`src/rtl/bk_serial_add_ctrl.sv`:
```
// Two-requester serial adder: one Brent-Kung 4-bit slice is time-shared to add
// W-bit operands one nibble per cycle, with round-robin arbitration on contention.

module Brent_Kung_adder_4bit (
  input  logic [3:0] a,
  input  logic [3:0] b,
  input  logic       cin,
  output logic [3:0] sum,
  output logic       cout
);
  logic [3:0] g_s;
  logic [3:0] p_s;
  logic       c1_s;
  logic       c2_s;
  logic       c3_s;
  logic       g32_s;
  logic       p32_s;

  assign g_s   = a & b;
  assign p_s   = a ^ b;
  // carry-in is folded into bit 0 so the prefix tree yields carries directly
  assign c1_s  = g_s[0] | (p_s[0] & cin);
  assign c2_s  = g_s[1] | (p_s[1] & c1_s);
  assign g32_s = g_s[3] | (p_s[3] & g_s[2]);
  assign p32_s = p_s[3] & p_s[2];
  assign c3_s  = g_s[2] | (p_s[2] & c2_s);
  assign cout  = g32_s | (p32_s & c2_s);
  assign sum   = p_s ^ {c3_s, c2_s, c1_s, cin};
endmodule

module bk_serial_add_ctrl #(
  parameter int NIBBLES = 4
) (
  input  logic                 clk_i,
  input  logic                 rst_ni,
  input  logic [1:0]           req_valid_i,
  output logic [1:0]           req_ready_o,
  input  logic [4*NIBBLES-1:0] req0_a_i,
  input  logic [4*NIBBLES-1:0] req0_b_i,
  input  logic                 req0_cin_i,
  input  logic [4*NIBBLES-1:0] req1_a_i,
  input  logic [4*NIBBLES-1:0] req1_b_i,
  input  logic                 req1_cin_i,
  output logic                 rsp_valid_o,
  input  logic                 rsp_ready_i,
  output logic                 rsp_id_o,
  output logic [4*NIBBLES-1:0] rsp_sum_o,
  output logic                 rsp_cout_o,
  output logic                 busy_o
);
  localparam int W  = 4 * NIBBLES;
  localparam int CW = $clog2(NIBBLES);
  localparam logic [CW-1:0] LAST_CNT = CW'(NIBBLES - 1);

  typedef enum logic [1:0] {
    IDLE = 2'd0,
    CALC = 2'd1,
    DONE = 2'd2
  } state_t;

  state_t        state_r;
  logic [CW-1:0] cnt_r;
  logic          carry_r;
  logic          last_grant_r;
  logic          id_r;
  logic [W-1:0]  a_r;
  logic [W-1:0]  b_r;
  logic [W-5:0]  result_r;
  logic [1:0]    grant_s;
  logic          accept_s;
  logic          acc_id_s;
  logic [3:0]    nib_a_s;
  logic [3:0]    nib_b_s;
  logic [3:0]    nib_sum_s;
  logic          nib_cout_s;

  // Grant selection: a lone requester wins, contention goes to the one not served last
  always_comb begin
    grant_s = 2'b00;
    case (req_valid_i)
      2'b01:   grant_s = 2'b01;
      2'b10:   grant_s = 2'b10;
      2'b11:   grant_s = last_grant_r ? 2'b01 : 2'b10;
      default: grant_s = 2'b00;
    endcase
  end

  assign req_ready_o = (rst_ni && (state_r == IDLE)) ? grant_s : 2'b00;
  assign accept_s    = |req_ready_o;
  assign acc_id_s    = req_ready_o[1];
  assign nib_a_s     = a_r[{cnt_r, 2'b00} +: 4];
  assign nib_b_s     = b_r[{cnt_r, 2'b00} +: 4];

  Brent_Kung_adder_4bit u_bk (
    .a    (nib_a_s),
    .b    (nib_b_s),
    .cin  (carry_r),
    .sum  (nib_sum_s),
    .cout (nib_cout_s)
  );

  // Control FSM with operand capture, nibble accumulation and registered response
  always_ff @(posedge clk_i or negedge rst_ni) begin
    if (!rst_ni) begin
      state_r      <= IDLE;
      cnt_r        <= '0;
      carry_r      <= 1'b0;
      last_grant_r <= 1'b1;
      id_r         <= 1'b0;
      a_r          <= '0;
      b_r          <= '0;
      result_r     <= '0;
      rsp_valid_o  <= 1'b0;
      rsp_id_o     <= 1'b0;
      rsp_sum_o    <= '0;
      rsp_cout_o   <= 1'b0;
      busy_o       <= 1'b0;
    end else begin
      case (state_r)
        IDLE: begin
          if (accept_s) begin
            a_r          <= acc_id_s ? req1_a_i : req0_a_i;
            b_r          <= acc_id_s ? req1_b_i : req0_b_i;
            carry_r      <= acc_id_s ? req1_cin_i : req0_cin_i;
            id_r         <= acc_id_s;
            last_grant_r <= acc_id_s;
            cnt_r        <= '0;
            busy_o       <= 1'b1;
            state_r      <= CALC;
          end
        end
        CALC: begin
          carry_r <= nib_cout_s;
          // top nibble goes straight to the response; lower ones accumulate
          if (cnt_r == LAST_CNT) begin
            rsp_sum_o   <= {nib_sum_s, result_r};
            rsp_cout_o  <= nib_cout_s;
            rsp_id_o    <= id_r;
            rsp_valid_o <= 1'b1;
            state_r     <= DONE;
          end else begin
            result_r[{cnt_r, 2'b00} +: 4] <= nib_sum_s;
            cnt_r                         <= cnt_r + 1'b1;
          end
        end
        DONE: begin
          if (rsp_ready_i) begin
            rsp_valid_o <= 1'b0;
            busy_o      <= 1'b0;
            state_r     <= IDLE;
          end
        end
        default: begin
          state_r     <= IDLE;
          rsp_valid_o <= 1'b0;
          busy_o      <= 1'b0;
        end
      endcase
    end
  end
endmodule

```
`config.mk`:
```
export PLATFORM = sky130hd
export DESIGN_NAME = bk_serial_add_ctrl
export DESIGN_NICKNAME = d
export VERILOG_FILES = /design/src/rtl/bk_serial_add_ctrl.sv
export SDC_FILE = /design/constraint.sdc
export NUM_CORES = 1
export LEC_CHECK = 0
export ABC_AREA = 1
export CAP_MARGIN = 5
export CELL_PAD_IN_SITES_DETAIL_PLACEMENT = 2
export CELL_PAD_IN_SITES_GLOBAL_PLACEMENT = 2
export CORE_MARGIN = 4
export CORE_UTILIZATION = 33
export CTS_CLUSTER_DIAMETER = 60
export DETAILED_ROUTE_END_ITERATION = 6
export DONT_BUFFER_PORTS = 1
export PLACE_DENSITY_LB_ADDON = 0.1
export SYNTH_ARGS = -nofsm -noshare
export SYNTH_HDL_FRONTEND = slang
export SYNTH_SLANG_ARGS = --single-unit
```
`constraint.sdc`:
```
create_clock -name clk_i -period 2.5 [get_ports clk_i]
set_clock_uncertainty 0.05 [all_clocks]
set_input_delay 0.5 -clock clk_i [delete_from_list [all_inputs] [get_ports clk_i]]
set_output_delay 0.5 -clock clk_i [all_outputs]
set_load 0.005 [all_outputs]
```
# [Word-level counts from Yosys, hierarchy flattened]
# Index checks and enable logic that the tools add are counted.
[op_classes] addsub=2 n_mul=0 div_mod_pow=0 magnitude_cmp=0 eq_ne=10 shifts=4 muxes=21 n_bitwise=17 reduce_logical=12
[ops] cell="2-to-1 mux 16 bit" count=2
[ops] cell="variable part select 16 x 5 -> 4 bit" count=2
[ops] cell="2-to-1 mux 2 bit" count=7
[ops] cell="bitwise mux 12 bit" count=1
[ops] cell="one-hot mux 2 bit (3 select lines)" count=2
[ops] cell="AND reduction 3 bit" count=4
[ops] cell="variable shift 4 x 6 -> 12 bit (first input constant)" count=1
[ops] cell="variable part select 4 x 6 -> 12 bit" count=1
[ops] cell="== test 2 bit (second input constant)" count=4
[ops] cell="!= test 2 bit (second input constant)" count=4
[ops] cell="AND reduction 2 bit" count=4
[ops] cell="XOR 4 bit" count=2
[ops] cell="AND 1 bit" count=6
[ops] cell="negator 4 -> 6 bit" count=1
[ops] cell="one-hot mux 1 bit (3 select lines)" count=2
[ops] cell="2-to-1 mux 1 bit" count=5
[ops] cell="bitwise OR 1 bit" count=5
[ops] cell="AND 4 bit" count=1
[ops] cell="== test 2 x 1 -> 1 bit (second input constant)" count=2
[ops] cell="one-hot mux 2 bit (2 select lines)" count=1
[ops] cell="NOT 1 bit" count=3
[ops] cell="adder 2 x 1 -> 2 bit (second input constant)" count=1
[ops] cell="zero test 2 bit" count=1
[ops] cell="one-hot mux 1 bit (2 select lines)" count=1
[ops] cell="other kinds (3)" count=3
[totals] ff_bits=71 latch_bits=0 mem_bits_rw=0 mem_bits_ro=0 out_inout_bits=22 memories=0

# [Longest topological paths before layout]
# Gate-level depths: netlist (run 1).
[depth] depth_word=11 ltp_mapped=11 ltp_nobuf=10

# [Hierarchy]
# From an unflattened synthesis (run 1), not the netlist that was laid out.
[hier_totals] hier_cells=418 area_unflattened_um2=3663.5
[by_module_without_submodules] mod="bk_serial_add_ctrl" instances=1 cells_per_inst=403 area_each_um2=3533.4 seq_area_each_um2=1778.0
[by_module_without_submodules] mod="Brent_Kung_adder_4bit" instances=1 cells_per_inst=15 area_each_um2=130.1 seq_area_each_um2=0.0

# [Worst setup path before layout (run 1)]
# No wires, ideal clock.
[synth_timing] kind="register to register" start="register cnt_r[0]" end="register result_r[7]" setup_time_ns=0.083 t_arrival_ns=2.565 slack_ns=-0.198 path_stages_with_launch=12 path_buffers=1 cell_sequence="dfrtp_1 -> inv_1 -> clkbuf_1 -> o21ai_0 -> o22ai_1 -> fa_1 -> inv_1 -> fa_1 -> fa_1 -> xnor2_1 -> nand2_1 -> o22ai_1"
[synth_between] elab_chain_len=11 word_cells_on_any_way=18 classes_between="add/sub: 1; eq/ne: 1; shift: 4; mux: 1; bitwise: 10; reduce/logical: 1"
[synth_rtl] item="from (decl)" line="62" text="logic [CW-1:0] cnt_r;"
[synth_rtl] item="from (signal assigned)" line="143" text="cnt_r <= cnt_r + 1'b1;"
[synth_rtl] item="variable part select 16 x 5 -> 4 bit, on equally long branches" line="91, 92"
[synth_rtl] item="XOR 4 bit" line="20" text="assign p_s = a ^ b;"
[synth_rtl] item="AND 1 bit" line="22" text="assign c1_s = g_s[0] | (p_s[0] & cin);"
[synth_rtl] item="bitwise OR 1 bit" line="22"
[synth_rtl] item="AND 1 bit" line="23" text="assign c2_s = g_s[1] | (p_s[1] & c1_s);"
[synth_rtl] item="bitwise OR 1 bit" line="23"
[synth_rtl] item="AND 1 bit" line="26" text="assign c3_s = g_s[2] | (p_s[2] & c2_s);"
[synth_rtl] item="bitwise OR 1 bit" line="26"
[synth_rtl] item="XOR 4 bit" line="28" text="assign sum = p_s ^ {c3_s, c2_s, c1_s, cin};"
[synth_rtl] item="variable part select 4 x 6 -> 12 bit" line="142" text="result_r[{cnt_r, 2'b00} +: 4] <= nib_sum_s;"
[synth_rtl] item="bitwise mux 12 bit" line="142"
[synth_rtl] item="to (signal, indexed assignment)" line="142"
[synth_rtl] item="to (decl)" line="68" text="logic [W-5:0] result_r;"
# Parallel ways exist; a longest one is shown, timed or not.
# A chain may end at the register's enable or synchronous reset.

# [Worst setup path in the final report (run 1)]
[layout_timing] start="register cnt_r[0]" end="register result_r[2]"
# Same word-level chain as after synthesis.

==> results of run 1 <==
==> metal layers <==
layer / part of all wire / routed length, µm / up-vias
met1: 0.46 / 4776 / 1396
li1: - / - / 1389
met5: 0 / 0 / -
met3: 0.041 / 429 / 10
met2: 0.49 / 5164 / 69
met4: 0.0095 / 100 / 0
==> final cells by class <==
cell class / instances / share of cell area
Tap cell: 136 / 0.04153
Inverter: 41 / 0.03878
Clock buffer: 9 / 0.03023
Clock inverter: 7 / 0.02351
Sequential cell: 71 / 0.4342
Timing Repair Buffer: 20 / 0.04611
Multi-Input combinational cell: 285 / 0.3856
==> flip-flops by register name, indices dropped and copies added (netlist names) <==
name / cells
a_r: 16
b_r: 16
rsp_sum_o: 16
result_r: 12
cnt_r: 2
state_r: 2
busy_o: 1
carry_r: 1
id_r: 1
last_grant_r: 1
rsp_cout_o: 1
rsp_id_o: 1
rsp_valid_o: 1
==> kinds of logic (layout without fill, tap and decap cells) <==
family                     count (synthesis)  in the layout
adders and majority gates                 10             10
buffers and inverters                     60             77
xor gates and xnor gates                   1              1
AOI/OAI and AO/OA                        126            126
DFF                                       71             71
and+or+nand+nor                          148            148
==> worst paths after layout <==
path	to
worst max-delay path	result_r[2]
worst min-delay path	a_r[0]
worst max register to register	result_r[2]
worst min register to register	b_r[1]
max in group asynchronous	last_grant_r
min in group asynchronous	rsp_sum_o[0]
==> through the flow <==
stage               setup TNS [ns]    util  power, W  cells  setup WS [ns]
floorplan                        0       -  0.003689    416        0.02542
global placement                 0  0.3553  0.004310    543        0.03149
detailed placement         -0.4838  0.3553  0.004459    543        -0.1287
CTS                              0  0.3838  0.005740    564        0.01135
global route               -0.2548  0.3917  0.006401    569       -0.07407
finish                           0  0.3917  0.005896    569        0.04896
==> worst register-to-register path, stage by stage (launching register included) <==
cell,delay (ns)
dfrtp_2,0.47
clkinv_4,0.09
nor2_1,0.06
o22ai_2,0.19
fa_2,0.24
inv_2,0.04
fa_2,0.37
fa_2,0.55
inv_1,0.07
nand3_1,0.09
o21ai_0,0.10
==> repair_timing <==
item                                   in CTS  in global routing
endpoints found under the hold margin      71                  0
hold buffers                                2                  0
setup endpoints to repair                   6                  9
cloned                                      0                  0
gates resized for setup                     6                 13
pin swaps                                   2                  6
buffers inserted                            3                  5
==> placed cells by master (no fill, tap or decap), drive strengths merged <==
master	synthesis	routed
a32oi	2	2
inv	41	41
a21oi	9	9
o21ai	101	101
o22ai	12	12
a211oi	1	1
dlygate4sd3	0	1
bufinv	0	2
ha	7	7
o211ai	1	1
xnor2	1	1
buf	10	19
nand3	11	11
nand2	87	87
nor3	1	1
clkbuf	9	9
dfrtp	70	70
nor2	49	49
dfstp	1	1
fa	3	3
clkinv	0	5
==> power by group through the flow <==
stage	combinational, W	sequential [W]	clock (W)
after floorplan	0.00181	0.00188	0
after detailed placement	0.00244	0.00202	0
after CTS	0.00267	0.00201	0.00106
after global routing	0.00322	0.00207	0.00112
after global placement	0.00230	0.00201	0
final	0.00286	0.00200	0.00104
==> results by group, run 1 <==
Status
  • Status: finished clean

Global route
  • GRT met2 Usage: 0.2793
  • GR Layer Usage met1: 0.2113
  • Met3 GRT Util: 0.03720
  • Number of global-route vias before repair: 3197
  • GRT Total Usage: 0.1634
  • Largest net degree at the start of global routing: 72
  • Initial antenna violation count: 0
  • First-pass GRT wire length: 16830 µm
  • Grt ovf: 0
  • Global route hottest layer: met2

Synth
  • FF+latch count, synth: 71
  • Post-synth top flop: dfrtp_1
  • Syn Area/Cell: 8.665 µm²
  • Synth Instances: 416
  • Top cells by area, synth: dfrtp_1 (49%), nand2_1 (8.9%), o21ai_0 (6.9%), o21ai_1 (5.0%), nor2_1 (4.4%)
  • Yosys cell types: 28
  • Simple-gate share of the synthesized area: 0.1756
  • Top-count cell post-synth: nand2_1
  • Area leader, netlist: dfrtp_1
  • Synth top cells by count: nand2_1 (85), dfrtp_1 (70), o21ai_0 (50)
  • EDFF count, synth: 0
  • Post-synthesis sequential area ratio: 0.4932
  • Synth async-reset ratio: 1.000
  • Synth Cell Area: 0.003605 mm²
  • Largest family of logic cells by synthesized area: compound AO/OA/AOI/OAI gates
  • Xor-xnor portion of the synthesized cell area: 0.002430
  • Adder-Cell Fraction of Synth Area: 0.04096
  • Syn Nets: 497
  • Mux share of post-synthesis cell area: 0
  • Synth Area in Compound Gates: 0.2027
  • Top-area cell type share of the netlist area: 0.4859
  • Ys Warns: 0

Power
  • Clock power share: 0.177
  • Maximum vdd drop: 0.0005443 V
  • Static leakage: 1.875 nW
  • PwrDens: 1439 mW/mm²
  • Net Sw Power: 0.002539 W
  • Switching Share: 0.4306
  • Int Pwr: 0.003357 W
  • Seq pwr share: 0.339
  • Logic gate share of total power: 0.484

STA
  • # setup viols final: 0
  • Final worst path period share: 0.9804
  • Slew headroom: 0.5111
  • Fmax: 408.0 MHz
  • Tmin final: 2.451 ns
  • Final hold violation count: 0
  • Hold_ws: 0.2717 ns
  • Worst slew pin tran: 0.7318 ns
  • Pins Over Slew Limit: 0

Floorplan
  • Starting Density: 0.3445
  • Core Box Area: 0.01046 mm²
  • Die W: 112.5 µm
  • Die Y-Extent: 112.5 µm
  • # rows: 37
  • Io pins: 93
  • Die area: 0.01266 mm²

Critical path
  • Most frequent cell on the critical path: fa_2
  • Worst setup path category: reg2reg
  • R2r startpoint: cnt_r[0]
  • WP data arrival: 2.62 ns
  • WP depth: 10
  • R2r setup slk: 0.05 ns
  • Register-to-Register Path Depth: 10
  • Crit path launch: cnt_r[0]
  • CP endpoint kind: flip-flop
  • CP max FO: 6
  • Slowest cell delay on critical path: 0.55 ns
  • Slowest CP cell: fa_2
  • CP delay by family, top: adder cells
  • Crit start category: flip-flop
  • Critical Path RT: 2.66 ns
  • Critical-path cell list: clkinv_4 > nor2_1 > o22ai_2 > fa_2 > inv_2 > fa_2 > fa_2 > inv_1 > nand3_1 > o21ai_0
  • Crit path buffers/inverters: 3

Clocking
  • Root buffer cell: clkbuf_8
  • Number of CTS-inserted buffers: 9
  • Clk Latency, worst-skew pair: 0.35 ns
  • Clk sink count: 71
  • Worst-path clk slew: 0.08 ns
  • CTS H-tree lvls: 3
  • Deepest clock path buffer count: 2
  • CTS tree: done

Final layout
  • Final Instance Area: 0.004098 mm²
  • Fin nets: 509
  • Area growth from synthesis to final layout: 13.68%
  • Fraction of layout cells with a size suffix above 1: 0.1848
  • Total area of sequential cells: 0.001779 mm²
  • Area occupied by multi-input gates: 0.001580 mm²
  • Fill cells: 1164
  • ANT cells: 0

Drt
  • Drt first pass iters: 4
  • Final wirelength: 10470 µm
  • Drt drc: 0
  • Via count: 2864
  • DR WL/cell: 18.40 µm
  • Initial DRC count: 82
  • DR vias/cell: 5.033
  • Final ANT Viol Nets: 0

Place
  • Final HPWL DP: 7623 µm
  • Placed inst area: 0.003717 mm²
  • GPL Wtd Cong: 0.8125
  • Port bufs: 0

Min path
  • HP Class: in2reg
  • Hold path start: req1_a_i[0]
  • Worst hold path depth: 2

Job
  • Max Cap Viol: 0
Note: power is estimated with default switching activity, not from simulation.
==> run 2: changes to the inputs <==
CELL_PAD_IN_SITES_DETAIL_PLACEMENT = default   (was 2)
CELL_PAD_IN_SITES_GLOBAL_PLACEMENT = default   (was 2)
CORE_UTILIZATION = 50   (was 33)
PLACE_DENSITY = 0.68   (was default)
PLACE_DENSITY_LB_ADDON = default   (was 0.1)
==> run 2 against run 1 <==
  * Combinational power decreased by 17%
  * Non-clock buffer count decreased by 4
  * Routed wire length decreased by 24%
  * Clock-buffer cell count increased by 3
  * Clock power decreased by 7%
  * Hold slack improved by 0.0025 ns
  * Critical path depth unchanged
  * Via count decreased by 2.3%
  * First-iteration DRC count increased by 57%
==> results by group, run 2 (synthesis gave the netlist of run 1 again) <==
Critical path
  • Register-to-Register Path Depth: 10 (unchanged)
  • CP max FO: 8 (+2)
  • WP data arrival: 2.58 ns (-0.04 ns)
  • Reg2reg end: result_r[11]
  • Crit path to: result_r[11]
  • Critical Path RT: 2.71 ns (+0.05 ns)
  • CP endpoint kind: flip-flop
  • Crit path launch: cnt_r[0]
  • Worst setup path category: reg2reg
  • R2r startpoint: cnt_r[0]
  • R2r setup slk: 0.14 ns (+0.09 ns)
  • Crit start category: flip-flop

STA
  • Fmax: 423.0 MHz (+3.7%)
  • Final hold violation count: 0 (unchanged)
  • Unrepaired setup endpoints after global routing: false
  • # setup viols final: 0 (unchanged)
  • Slew headroom: 0.5340 (+0.02292)
  • Hold_ws: 0.2741 ns (+0.002466 ns)
  • Pins Over Slew Limit: 0 (unchanged)
  • Worst slew pin tran: 0.6975 ns (-0.03430 ns)
  • Final worst path period share: 0.9456 (-0.03480)
  • TNS Setup: 0 ns (unchanged)
  • Tmin final: 2.364 ns (-0.08701 ns)

Drt
  • Final wirelength: 7927 µm (-24%)
  • DR WL/cell: 15.10 µm (-18%)
  • Initial DRC count: 129 (+57%)
  • Final ANT Viol Nets: 0 (unchanged)
  • Drt first pass iters: 4 (unchanged)
  • DR vias/cell: 5.331 (+5.9%)
  • Via count: 2799 (-2.3%)
  • Drt drc: 0 (unchanged)

Final layout
  • ANT cells: 0 (unchanged)
  • Commonest non-fill, non-tap cell in the layout: nand2_1
  • Fin nets: 505 (-0.79%)
  • Final Instance Area: 0.003966 mm² (-3.2%)
  • Top Registers: a_r (16), b_r (16), rsp_sum_o (16)
  • Most frequent cells in the layout: nand2_1 (85), dfrtp_1 (69), o21ai_0 (48)
  • Area growth from synthesis to final layout: 10.03%
  • Fraction of layout cells with a size suffix above 1: 0.1585 (-0.02625)

Global route
  • First-pass GRT wire length: 13410 µm (-20%)
  • Grt ovf: 0 (unchanged)
  • Largest net degree at the start of global routing: 72 (unchanged)
  • Number of global-route vias before repair: 2820 (-12%)
  • Initial antenna violation count: 0 (unchanged)
  • GRT Total Usage: 0.1986 (+0.03523)

Power
  • Maximum vdd drop: 0.0005196 V (-4.5%)
  • PwrDens: 1336 mW/mm² (-7.1%)
  • Power after layout: 0.005300 W (-10%)
  • Static leakage: 1.840 nW (-1.9%)

Clocking
  • CTS tree: done
  • CTS H-tree lvls: 3 (unchanged)
  • Root buffer cell: clkbuf_8
  • Worst-path clk slew: 0.07 ns (about the same)
  • Clk sink count: 71 (unchanged)
  • Number of CTS-inserted buffers: 9 (unchanged)
  • Deepest clock path buffer count: 2 (unchanged)
  • Clk Latency, worst-skew pair: 0.35 ns (about the same)

Place
  • Port bufs: 0 (unchanged)
  • Final HPWL DP: 5718 µm (-25%)
  • GPL Wtd Cong: 0.8397 (+3.3%)
  • Placed inst area: 0.003675 mm² (-1.1%)

Floorplan
  • Starting Density: 0.5219 (+0.1774)
  • Die Y-Extent: 92.91 µm (-17%)
  • Core Box Area: 0.006907 mm² (-34%)
  • Io pins: 93 (unchanged)
  • Die W: 92.91 µm (-17%)
  • Die area: 0.008632 mm² (-32%)
  • # rows: 30 (-19%)

Min path
  • HP Class: in2reg

Job
  • Max Cap Viol: 0 (unchanged)

Status
  • Status: finished clean
-- run 2: how the worst min path moves through the flow --
stage | cells after the start | from | slack, ns | endpoint
floorplan | 0 | rst_ni | 0.15 | a_r[0]
global placement | 0 | rst_ni | 0.16 | rsp_sum_o[1]
detailed placement | 0 | rst_ni | 0.16 | rsp_sum_o[1]
CTS | 2 | req1_a_i[5] | 0.26 | a_r[5]
global route | 2 | req1_a_i[6] | 0.27 | a_r[6]
finish | 2 | req1_b_i[5] | 0.27 | b_r[5]
-- run 2: timing repair --
action,in CTS,in global routing
hold buffers,2,0
setup buffers,3,0
gates resized for setup,1,10
pin swaps,0,2
setup endpoints to repair,2,7
endpoints found under the hold margin,71,0
-- run 2: layer usage --
| metal | GRT usage | up-vias | share of wire |
|---|---|---|---|
| li1 | - | 1382 | - |
| met1 | 0.2522 | 1314 | 0.43 |
| met2 | 0.3185 | 85 | 0.49 |
| met3 | 0.04955 | 18 | 0.064 |
| met4 | 0.09158 | 0 | 0.024 |
| met5 | 0 | - | 0 |
-- run 2: where the power goes --
| part | switching, W | leakage [nW] | total, W | internal (W) |
|---|---|---|---|---|
| combinational | 0.00143 | 0.819 | 0.00236 | 0.000925 |
| sequential | 0.000325 | 0.916 | 0.00198 | 0.00165 |
| clock | 0.000403 | 0.104 | 0.000963 | 0.000560 |
-- run 2: critical path, stage by stage, from the launching register on --
cell,delay (ns)
dfrtp_2,0.47
inv_4,0.10
o21ai_1,0.08
o22ai_2,0.15
fa_2,0.21
inv_1,0.05
fa_2,0.36
fa_2,0.37
xnor2_2,0.21
nand2_1,0.10
o22ai_1,0.14
-- run 2: area by class of cell --
cell class                 instances  area, µm²
fill                             672       2940
sequential                        71       1779
multi-input combinational        285       1550
inverter                          41      156.4
timing repair buffer              16      155.1
clock buffer                      12      135.1
tap                               96      120.1
clock inverter                     4      70.07
-- run 2: per-stage QoR --
stage	setup slack [ns]	utilization	std cells
2_1_floorplan	0.02542	-	416
6_report	0.1360	0.5743	525
3_5_place_dp	-0.05139	0.5321	504
5_1_grt	0.004782	0.5743	525
4_1_cts	0.01621	0.5707	525
3_3_place_gp	0.07195	0.5321	504
